--- src/rtl/axi_id_remap_pkg.sv ---
// axi_id_remap_pkg: shared widths and the buffered response beat for the ID remapper response path.
package axi_id_remap_pkg;

    localparam int RESP_ID_IN_W  = 8;
    localparam int RESP_ID_OUT_W = 3;
    localparam int RESP_N_ENTRY  = 8;
    localparam int RESP_DATA_W   = 66;
    localparam int LOG_N_ENTRY   = $clog2(RESP_N_ENTRY);

    typedef struct packed {
        logic [RESP_ID_IN_W-1:0]  wide_id;
        logic [RESP_ID_OUT_W-1:0] narrow_id;
        logic                     last;
        logic                     unmapped;
        logic [RESP_DATA_W-1:0]   payload;
    } resp_beat_t;

endpackage

--- src/rtl/id_resp_skid_buf.sv ---
// id_resp_skid_buf: 2-entry registered valid/ready FIFO over resp_beat_t.
module id_resp_skid_buf
    import axi_id_remap_pkg::*;
(
    input  logic       clk,
    input  logic       rst_n,
    input  logic       s_valid,
    output logic       s_ready,
    input  resp_beat_t s_beat,
    output logic       m_valid,
    input  logic       m_ready,
    output resp_beat_t m_beat
);

    resp_beat_t mem [2];
    logic [1:0] count;
    logic       wr_ptr;
    logic       rd_ptr;
    logic       push;
    logic       pop;

    assign s_ready = count != 2'd2;
    assign m_valid = count != 2'd0;
    assign m_beat  = mem[rd_ptr];
    assign push    = s_valid & s_ready;
    assign pop     = m_valid & m_ready;

    always_ff @(posedge clk or negedge rst_n) begin
        if (!rst_n) begin
            mem[0] <= '0;
            mem[1] <= '0;
            count  <= '0;
            wr_ptr <= 1'b0;
            rd_ptr <= 1'b0;
        end else begin
            if (push) begin
                mem[wr_ptr] <= s_beat;
                wr_ptr      <= ~wr_ptr;
            end
            if (pop)
                rd_ptr <= ~rd_ptr;
            count <= count + 2'(push) - 2'(pop);
        end
    end

endmodule

--- src/rtl/axi_id_resp_restore.sv ---
// axi_id_resp_restore: restores the wide master ID on B/R beats and releases the table entry after the last beat.
module axi_id_resp_restore
    import axi_id_remap_pkg::*;
#(
    parameter int ID_WIDTH_IN  = RESP_ID_IN_W,
    parameter int ID_WIDTH_OUT = RESP_ID_OUT_W,
    parameter int N_ENTRY      = RESP_N_ENTRY,
    parameter int DATA_WIDTH   = RESP_DATA_W,
    localparam int IDX_W       = $clog2(N_ENTRY)
) (
    input  logic                    clk,
    input  logic                    rst_n,
    input  logic                    s_valid_i,
    output logic                    s_ready_o,
    input  logic [ID_WIDTH_OUT-1:0] s_id_i,
    input  logic                    s_last_i,
    input  logic [DATA_WIDTH-1:0]   s_payload_i,
    output logic [IDX_W-1:0]        lut_idx_o,
    input  logic [ID_WIDTH_IN-1:0]  lut_id_i,
    input  logic                    lut_valid_i,
    output logic                    m_valid_o,
    input  logic                    m_ready_i,
    output logic [ID_WIDTH_IN-1:0]  m_id_o,
    output logic                    m_last_o,
    output logic [DATA_WIDTH-1:0]   m_payload_o,
    output logic                    release_o,
    output logic [ID_WIDTH_OUT-1:0] release_id_o,
    output logic                    err_o
);

    resp_beat_t in_beat;
    resp_beat_t out_beat;

    assign lut_idx_o = s_id_i[IDX_W-1:0];

    // The wide ID is captured at acceptance so the entry can be freed while beats are still queued.
    always_comb begin
        in_beat           = '0;
        in_beat.wide_id   = lut_valid_i ? lut_id_i : '0;
        in_beat.narrow_id = s_id_i;
        in_beat.last      = s_last_i;
        in_beat.unmapped  = ~lut_valid_i;
        in_beat.payload   = s_payload_i;
    end

    id_resp_skid_buf u_buf (
        .clk     (clk),
        .rst_n   (rst_n),
        .s_valid (s_valid_i),
        .s_ready (s_ready_o),
        .s_beat  (in_beat),
        .m_valid (m_valid_o),
        .m_ready (m_ready_i),
        .m_beat  (out_beat)
    );

    assign m_id_o      = out_beat.wide_id;
    assign m_last_o    = out_beat.last;
    assign m_payload_o = out_beat.payload;

    always_ff @(posedge clk or negedge rst_n) begin
        if (!rst_n) begin
            release_o    <= 1'b0;
            release_id_o <= '0;
            err_o        <= 1'b0;
        end else begin
            release_o <= m_valid_o & m_ready_i & out_beat.last & ~out_beat.unmapped;
            if (m_valid_o & m_ready_i & out_beat.last & ~out_beat.unmapped)
                release_id_o <= out_beat.narrow_id;
            err_o <= err_o | (s_valid_i & s_ready_o & ~lut_valid_i);
        end
    end

endmodule

--- config.mk ---
export PLATFORM = sky130hd
export DESIGN_NAME = axi_id_resp_restore
export DESIGN_NICKNAME = d
export VERILOG_FILES = /design/src/rtl/axi_id_remap_pkg.sv /design/src/rtl/id_resp_skid_buf.sv /design/src/rtl/axi_id_resp_restore.sv
export SDC_FILE = /design/constraint.sdc
export NUM_CORES = 1
export LEC_CHECK = 0
export ABC_AREA = 0
export ABC_CLOCK_PERIOD_IN_PS = 2200
export BUFFER_PORTS_ARGS = -buffer_cell sky130_fd_sc_hd__buf_2
export CORE_ASPECT_RATIO = 2
export CORE_MARGIN = 1
export CORE_UTILIZATION = 30
export DETAILED_ROUTE_END_ITERATION = 8
export HOLD_SLACK_MARGIN = 0.08
export PLACE_DENSITY = 0.52
export SYNTH_ARGS = -nofsm -noshare
export SYNTH_HDL_FRONTEND = slang
export SYNTH_SLANG_ARGS = --single-unit
--- constraint.sdc ---
create_clock -name clk -period 2.2 [get_ports clk]
set_input_delay 0 -clock clk [delete_from_list [all_inputs] [get_ports clk]]
set_output_delay 0 -clock clk [all_outputs]
set_load 0.02 [all_outputs]
; Word-level counts from Yosys, hierarchy flattened
; Index checks and enable logic that the tools add are counted.
[word_totals]
ff_bits = 167
latchBits = 0
n_memories = 0
word_cells = 43
in_bits = 83
out_inout_bits = 85
rom_bits = 0
mem_bits_rw = 0
[classes]
addsub = 2
n_reduce_logical = 2
mux = 7
magnitude_cmp = 3
n_bitwise = 12
n_div = 0
eq_ne = 1
mul = 0
shifts = 0
[op_table]
columns = op, n
row1 = $mux 79, 4
row2 = $bwmux 158, 1
row3 = $demux 79 s1, 1
row4 = $mux 8, 1
row5 = $and 1x1->1, 5
row6 = $ge 2x2->1 const B, 2
row7 = $not 1->1, 4
row8 = $not 1->2, 2
row9 = $add 2x1->2, 1
row10 = $lt 2x1->1 const B, 1
row11 = $ne 2x2->1 const B, 1
row12 = $reduce_bool 2->1, 1
row13 = $sub 2x1->2, 1
row14 = $logic_and 1x1->1, 1
row15 = $or 1x1->1, 1

; Depth between registers and ports, before layout
; Gate-level depths: netlist of run 1.
[depth]
depth_word = 6
mapped_depth = 6
depth_no_buf = 6

; By module
; A second synthesis of run 1 with hierarchy kept.
[unflattened]
cells_unflattened = 467
hier_area_um2 = 7283.2
[modules_own_cells]
columns = mod, instances, cells_per_inst, area_each_um2, seq_area_each_um2
row1 = id_resp_skid_buf, 1, 444, 7000.5, 4053.9
row2 = axi_id_resp_restore, 1, 23, 282.8, 125.1

; Least setup slack after synthesis of run 1
; No wires, ideal clock.
[synth_timing]
kind = reg2reg
from = register u_buf.count[1]
to = register u_buf.count[1]
path_stages_with_launch = 7
required_ns = 2.120
setup_time_ns = 0.080
arrival_time_ns = 1.637
n_path_buf = 0
synth_period_minus_slack_ns = 1.717
setup_slack_ns = 0.483
cell_sequence = dfrtp_1 > o21ai_0 > inv_1 > ha_1 > nor2b_1 > mux2i_1 > xnor2_1
[synth_between]
elab_cells_between_ends = 6
classes_between = add/sub (2) / eq/ne (1) / bitwise (2) / reduce/logical (1)
[synth_lines]
columns = element, line
row1 = start: declaration, id_resp_skid_buf.sv:16  ; logic [1:0] count;
row2 = start signal: assignment, id_resp_skid_buf.sv:42  ; count <= count + 2'(push) - 2'(pop);
row3 = $reduce_bool 2->1, id_resp_skid_buf.sv:23  ; assign m_valid = count != 2'd0;
row4 = $and 1x1->1, id_resp_skid_buf.sv:26  ; assign pop = m_valid & m_ready;
row5 = net u_buf.pop, id_resp_skid_buf.sv:20  ; logic pop;
row6 = $sub 2x1->2, id_resp_skid_buf.sv:42
; The timed path passes the listed nets, and every way through them passes these cells.
; A chain may end at the register's enable or synchronous reset.

; Worst setup path after layout of run 1
[layout_timing]
from = register u_buf.rd_ptr
to = output m_payload_o[15]
[layout_between]
elab_chain_cells = 4
[layout_lines]
columns = element, line
row1 = start: declaration, id_resp_skid_buf.sv:18  ; logic rd_ptr;
row2 = start signal: assignment, id_resp_skid_buf.sv:41  ; rd_ptr <= ~rd_ptr;
row3 = $not 1->2 (implied by the code), id_resp_skid_buf.sv:24  ; assign m_beat = mem[rd_ptr];
row4 = $mux 79 (implied by the code) (3 in a row), id_resp_skid_buf.sv:24
row5 = end: declaration, axi_id_resp_restore.sv:25  ; output logic [DATA_WIDTH-1:0] m_payload_o,
; Every way passes these cells. The select of a mux whose other input is x is not followed.

==> results of run 1 <==
-- layout make-up --
cell class / instances / area, µm²
Fill cell: 2514 / 15700
Sequential cell: 167 / 4180
Multi-Input combinational cell: 265 / 2930
Timing Repair Buffer: 263 / 1810
Clock buffer: 20 / 457
Tap cell: 340 / 425
Clock inverter: 12 / 104
Inverter: 4 / 15.0
-- what timing repair did --
action	CTS	global route
resized for setup	1	0
setup endpoints to repair	39	0
hold endpoints to repair	330	0
hold buffers	84	0
-- layout by cell type, fill, tap and decap left out, types with 4 or more instances in the layout --
master	instances
sky130_fd_sc_hd__buf_4	8
sky130_fd_sc_hd__mux2_4	9
sky130_fd_sc_hd__dfrtp_1	166
sky130_fd_sc_hd__mux2_2	228
sky130_fd_sc_hd__clkbuf_16	17
sky130_fd_sc_hd__clkinv_2	5
sky130_fd_sc_hd__buf_2	166
sky130_fd_sc_hd__inv_1	4
sky130_fd_sc_hd__dlygate4sd3_1	84
sky130_fd_sc_hd__and2_1	8
-- worst paths after layout --
check	end	start	slack, ns	cells after the start
min in group asynchronous	u_buf.mem[101]$_DFFE_PN0P_	rst_n	0.61	3
max in group asynchronous	u_buf.mem[93]$_DFFE_PN0P_	rst_n	0.55	4
worst max-delay path	m_payload_o[15]	u_buf.rd_ptr$_DFFE_PN0P_	0.15	3
worst max register to register	u_buf.count[1]$_DFF_PN0_	u_buf.count[1]$_DFF_PN0_	0.41	6
worst min register to register	err_o$_DFF_PN0_	err_o$_DFF_PN0_	0.48	1
worst min-delay path	u_buf.mem[45]$_DFFE_PN0P_	s_payload_i[45]	0.34	3
-- power breakdown --
part           switching (mW)  total [mW]  internal [mW]
clock                    1.23        2.84           1.61
sequential              0.890        5.52           4.63
combinational            3.54        7.20           3.66
-- logic make-up after synthesis --
logic type | share of synthesized area [%]
compound gates | 0.271
simple gates | 1.52
mux | 34.8
buf+inv | 9.49
xor+xnor | 0.447
flops | 53.3
fa+ha+maj | 0.159
-- metal layers --
metal	vias up	global-route usage [%]
met1	2389	13.1
met5	-	0
met4	2	6.25
li1	2158	-
met3	20	3.57
met2	100	26.9
-- worst min-delay path, stage by stage --
cell                            delay, ns
sky130_fd_sc_hd__dlygate4sd3_1       0.51
sky130_fd_sc_hd__buf_2               0.10
sky130_fd_sc_hd__mux2_2              0.13
-- state kept, by name, summed over array words and instances, names as in the netlist --
signal	count
u_buf.wr_ptr	1
u_buf.mem	158
u_buf.rd_ptr	1
release_id_o	3
release_o	1
u_buf.count	2
err_o	1
==> Implementation_results.wiki, run 1 <==
{| class="wikitable"
! Metric !! Value
|-
| Count of vias placed by the detailed router || ~4700
|-
| Clock Path Buffers || 2
|-
| Net count of the finished layout || 802
|-
| Standard-cell row count || 83
|-
| Ratio of cells with drive above 1 in the final layout || approximately three fifths
|-
| Met2 Wirelength || about 10 mm
|-
| Overall Global Routing Usage || between 10 and 15%
|-
| RSZ-0062 raised after global routing || false
|-
| DR DRC count || 0
|-
| Total Negative Setup Slacks || 0 ns
|-
| Initial cell density of the core || just over 30%
|-
| PortBufs || around 170
|-
| Post-synth top cells || sky130_fd_sc_hd__mux2_2, sky130_fd_sc_hd__dfrtp_1, sky130_fd_sc_hd__buf_4
|-
| Total power of the final layout || about 16 mW
|-
| Top cells by area in the synthesized netlist || sky130_fd_sc_hd__dfrtp_1, sky130_fd_sc_hd__mux2_2, sky130_fd_sc_hd__buf_4, sky130_fd_sc_hd__mux2_4, sky130_fd_sc_hd__buf_2
|-
| Number of vias per cell || between 4 and 5
|-
| Final GP Congestion || approximately 0.73
|-
| Final wirelength || 17.7 mm
|-
| Wire length on met3 || approximately 600 µm
|-
| Result of the run || complete, no violations
|-
| Synthesis-to-finish area growth || 26.6%
|-
| Placed cell area || ~0.0085 mm²
|-
| Post-Syn Nets || 624
|-
| Remaining global-route overflow || 0
|-
| Final Max Slew Viols || 0
|-
| Die Y || between 200 and 250 µm
|-
| Relative max-transition margin || 66.6%
|-
| Flop and latch count out of synthesis || 167
|-
| Commonest register cell after synthesis || sky130_fd_sc_hd__dfrtp_1
|-
| Count of synthesis-stage warnings from yosys || 0
|-
| Floorplan Core Area || around 0.026 mm²
|-
| Die width || ~120 µm
|-
| Largest clock skew in the final design || ~0.012 ns
|-
| Crit path setup slack, layout || around 0.15 ns
|-
| Per-instance average area after synthesis || 14.5 µm²
|-
| Fin cells || 1071
|-
| Part of the Yosys area used for sequential elements || ~53%
|-
| Global-route wire length before repair || ~27 mm
|-
| Critical path cell sequence || buf_6, mux2_2, buf_2
|-
| Post-route ant nets || 0
|-
| Largest net degree at the start of global routing || 57
|-
| Async set-reset flop share out of synthesis || 100%
|-
| Setup violators final || 0
|-
| Initial detailed-routing violation count || roughly 110
|-
| Longest individual stage delay on the worst path || 0.61 ns
|-
| Type of the worst setup path || register to primary output
|-
| Cell at the root of the clock tree || sky130_fd_sc_hd__clkbuf_16
|-
| Via count of the first global-routing pass || 5384
|-
| Number of buffers added by the clock tree synthesis step || 17
|-
| Top cell type's share of synthesized area || 53.3%
|-
| TritonCTS sink count || 167
|-
| Detailed placement HPWL || roughly 12 mm
|-
| Final instance area || about 0.01 mm²
|-
| Leak Pwr || 4.46 nW
|-
| Cell accounting for the most synthesized area || sky130_fd_sc_hd__dfrtp_1
|-
| Cell count after placement || between 900 and 1000
|-
| TritonCTS clock tree || built
|-
| Post-synth EDFFs || 0
|-
| Clock-pin slew reported for the worst setup and hold paths after clock tree synthesis || ~0.070 ns
|-
| Post-synthesis instance area || between 0.007 and 0.008 mm²
|-
| Fmax achieved || 489 MHz
|-
| Cell count after synthesis || 540
|-
| Delay-heaviest family, CP || flip-flops
|-
| WP buf/inv || 2
|-
| Time the final worst path needs with I/O delays and setup || around 2 ns
|-
| Max capacitance violation total || 0
|-
| ANT cells || 0
|-
| Highest ir drop seen on vdd || about 0.81 mV
|-
| Antenna violations before repair || 1
|-
| Average wire length per cell after detail routing || 16.5 µm
|-
| Maximum fanout along the worst path || 39
|-
| Hold Fails Final Rpt || 0
|-
| Slew of the pin with the lowest slew margin || around 0.50 ns
|-
| Uppermost layer routed || met5
|-
| Metal-1 WL || around 6.3 mm
|-
| Post-CTS Setup Bufs || 0
|-
| Crit start category || register
|-
| Utilization of the core after routing || between 30% and 40%
|-
| Synth cell types || 25
|-
| Slowest stage cell, crit path || sky130_fd_sc_hd__dfrtp_4
|-
| Final worst-path cycle share || 93.0%
|-
| Most frequently used cell type in the post-synthesis netlist || sky130_fd_sc_hd__mux2_2
|-
| # IOs || 168
|-
| Number of detailed-routing iterations run before antenna repair || 4
|-
| Worst min-delay path class || primary input to register
|-
| Worst setup timing slack at the placement stage || roughly 0.38 ns
|-
| Clk_lat worst skew || approximately 0.44 ns
|-
| Worst hold slack || roughly 0.34 ns
|-
| Required arrival time at the worst endpoint || around 2.2 ns
|-
| Die Footprint || approximately 0.027 mm²
|-
| H-tree depth reported by CTS || 4
|-
| Endpoint class of the critical path || primary output
|-
| Power density cells || between 1500 and 2000 mW/mm²
|-
| Data arrival time of the critical path || around 2.1 ns
|}
(Power assumes the default switching activity.)
==> inputs of run 2 (changes only) <==
Settings changed: ABC_CLOCK_PERIOD_IN_PS 2200 to 2400, SLEW_MARGIN set to 20.
Clock period 2.2 ns to 2.4 ns, I/O delays scaled along.
==> run 2 against run 1 <==
  * Critical path depth is the same
  * Count of clock-buffer cells in the layout unchanged
  * Clock skew decreased by 0.0043 ns
  * Die area did not move
  * Combinational power shrank 6.9%
  * Register-to-register slack better by 0.13 ns
  * Setup slack better by 0.34 ns
  * Non-clock buffer count is 3 lower
  * Sequential share of layout area shrank 0.064 points
  * Total power fell by 7.7%
  * Sequential power fell by 10%
  * Final area rose by 0.15%
  * Critical path type unchanged
  * Critical endpoint is now m_payload_o[25]
  * Largest power group unchanged
  * Highest routed layer is now met4
==> Implementation_results.wiki, run 2 (synthesized netlist as in run 1, its figures left out) <==
{| class="wikitable"
! Metric !! Value
|-
| Result of the run || complete, no violations
|-
| Most congested layer reported by global routing || met2
|-
| Longest individual stage delay on the worst path || 0.43 ns
|-
| TritonCTS sink count || approximately 170
|-
| Die width || 116 µm
|-
| Data arrival time of the critical path || approximately 1.9 ns
|-
| Worst min-delay path class || primary input to asynchronous set/reset pin
|-
| Cell at the root of the clock tree || sky130_fd_sc_hd__clkbuf_16
|-
| Net count of the finished layout || between 700 and 800
|-
| Detailed placement HPWL || around 12 mm
|-
| Largest clock skew in the final design || 0.00796 ns
|-
| Post-route ant nets || 0
|-
| Slowest stage cell, crit path || sky130_fd_sc_hd__mux2_2
|-
| Type of the worst setup path || register to primary output
|-
| Number of detailed-routing iterations run before antenna repair || 3
|-
| Leak Pwr || roughly 4.5 nW
|-
| Crit path setup slack, layout || 0.492 ns
|-
| Clock-pin slew reported for the worst setup and hold paths after clock tree synthesis || 0.06 ns
|-
| GR Util met2 || 26.7%
|-
| Largest net degree at the start of global routing || between 80 and 90
|-
| Final Max Slew Viols || 0
|-
| PortBufs || roughly 170
|-
| # IOs || 168
|-
| Average wire length per cell after detail routing || around 16 µm
|-
| Number of buffers added by the clock tree synthesis step || 17
|-
| Maximum fanout along the worst path || 80
|-
| Via count of the first global-routing pass || about 5400
|-
| Crit start category || register
|-
| Antenna violations before repair || 0
|-
| Total power of the final layout || 14.4 mW
|-
| Endpoint class of the critical path || primary output
|-
| Die Footprint || 0.0268 mm²
|-
| Relative max-transition margin || a little under three fifths
|-
| Required arrival time at the worst endpoint || ~2.4 ns
|-
| Total Negative Setup Slacks || 0 ns
|-
| Worst setup timing slack at the placement stage || around 0.5 ns
|-
| Registers with the most flip-flops || u_buf.mem: 158 flops, release_id_o: 3 flops, u_buf.count: 2 flops
|-
| Post-CTS Setup Bufs || 0
|-
| Clock Path Buffers || 2
|-
| Max capacitance violation total || 0
|-
| Remaining global-route overflow || 0
|-
| Setup violators final || 0
|-
| Commonest cells after routing, fill and taps aside || sky130_fd_sc_hd__mux2_2, sky130_fd_sc_hd__dfrtp_1, sky130_fd_sc_hd__buf_2
|-
| Clk_lat worst skew || ~0.44 ns
|-
| Max reg flops || 158
|-
| Highest ir drop seen on vdd || between 0.6 and 0.7 mV
|-
| Count of vias placed by the detailed router || about 4700
|-
| Most common library cell in the layout ignoring fill and taps || sky130_fd_sc_hd__mux2_2
|-
| Time the final worst path needs with I/O delays and setup || approximately 1.9 ns
|-
| Slew of the pin with the lowest slew margin || between 0.6 and 0.7 ns
|-
| TritonCTS clock tree || built
|-
| Power density cells || 1440 mW/mm²
|-
| Cell count after placement || approximately 950
|-
| Overall Global Routing Usage || roughly 14%
|-
| Hold Fails Final Rpt || 0
|-
| GR Layer Usage met1 || a little over an eighth
|-
| ANT cells || 0
|-
| Fmax achieved || about 520 MHz
|-
| Die Y || approximately 230 µm
|-
| RSZ-0062 raised after global routing || false
|-
| Global-route wire length before repair || between 20 and 30 mm
|-
| Number of vias per cell || roughly 4.4
|-
| Fin cells || between 1000 and 1500
|-
| H-tree depth reported by CTS || 4
|-
| Synthesis-to-finish area growth || 26.8%
|-
| M3 GR Usage || 3.54%
|-
| Final GP Congestion || between 0.7 and 0.8
|-
| Floorplan Core Area || between 0.02 and 0.03 mm²
|-
| Critical path cell sequence || buf_12, mux2_2, buf_2
|-
| Initial detailed-routing violation count || 64
|-
| Final wirelength || around 17 mm
|-
| DR DRC count || 0
|-
| Standard-cell row count || 83
|-
| Ratio of cells with drive above 1 in the final layout || 62.0%
|-
| Worst Reg-to-Reg Cells || 4
|-
| Initial cell density of the core || approximately 31%
|-
| Top reg by flops || u_buf.mem
|-
| Final worst-path cycle share || 79.5%
|}
[run 2: timing repair]
action / in CTS / in global routing
resized for setup: 0 / 0
hold buffers: 82 / 0
endpoints found under the hold margin: 229 / 0
[run 2: cell type report]
cell class                      count  area (µm²)
Multi-Input combinational cell    265        2930
Clock inverter                     11         125
Sequential cell                   167        4180
Timing Repair Buffer              260        1810
Tap cell                          340         425
Fill cell                        2474       15700
Inverter                            4        15.0
Clock buffer                       20         457
[run 2: path summary, 6_finish.rpt]
kind | slack (ns) | startpoint | end
max reg2reg | 0.54 | u_buf.count[1]$_DFF_PN0_ | u_buf.mem[134]$_DFFE_PN0P_
max in group asynchronous | 1.43 | rst_n | u_buf.mem[71]$_DFFE_PN0P_
min in group clk | 0.34 | s_payload_i[45] | u_buf.mem[124]$_DFFE_PN0P_
max | 0.49 | u_buf.rd_ptr$_DFFE_PN0P_ | m_payload_o[25]
min | 0.12 | rst_n | u_buf.mem[20]$_DFFE_PN0P_
min reg2reg | 0.48 | err_o$_DFF_PN0_ | err_o$_DFF_PN0_
[run 2: metrics by stage]
stage | cell area [µm²] | util [%] | hold slack [ns]
after global routing | 9940 | 38.8 | 0.190
after CTS | 9940 | 38.8 | 0.140
after floorplan | 7840 | - | -0.296
after detailed placement | 8540 | 33.3 | 0.0516
after global placement | 8540 | 33.3 | 0.0420
final | 9940 | 38.8 | 0.124
[run 2: power by group]
part | switching [mW] | leakage, nW | internal (mW)
registers | 0.699 | 1.98 | 4.25
logic | 3.32 | 2.20 | 3.39
clock network | 1.13 | 0.282 | 1.58
[run 2: layer usage]
metal / vias up / share of wire, %
met5: - / 0
met4: 0 / 2.5
met3: 21 / 3.7
met2: 98 / 57
met1: 2401 / 37
li1: 2152 / -
[run 2: worst max-delay path, delay by kind of cell, from the launching register on]
kind	cells	cell delay [ns]
buf+inv	2	0.57
mux	1	0.43
flops	1	0.42
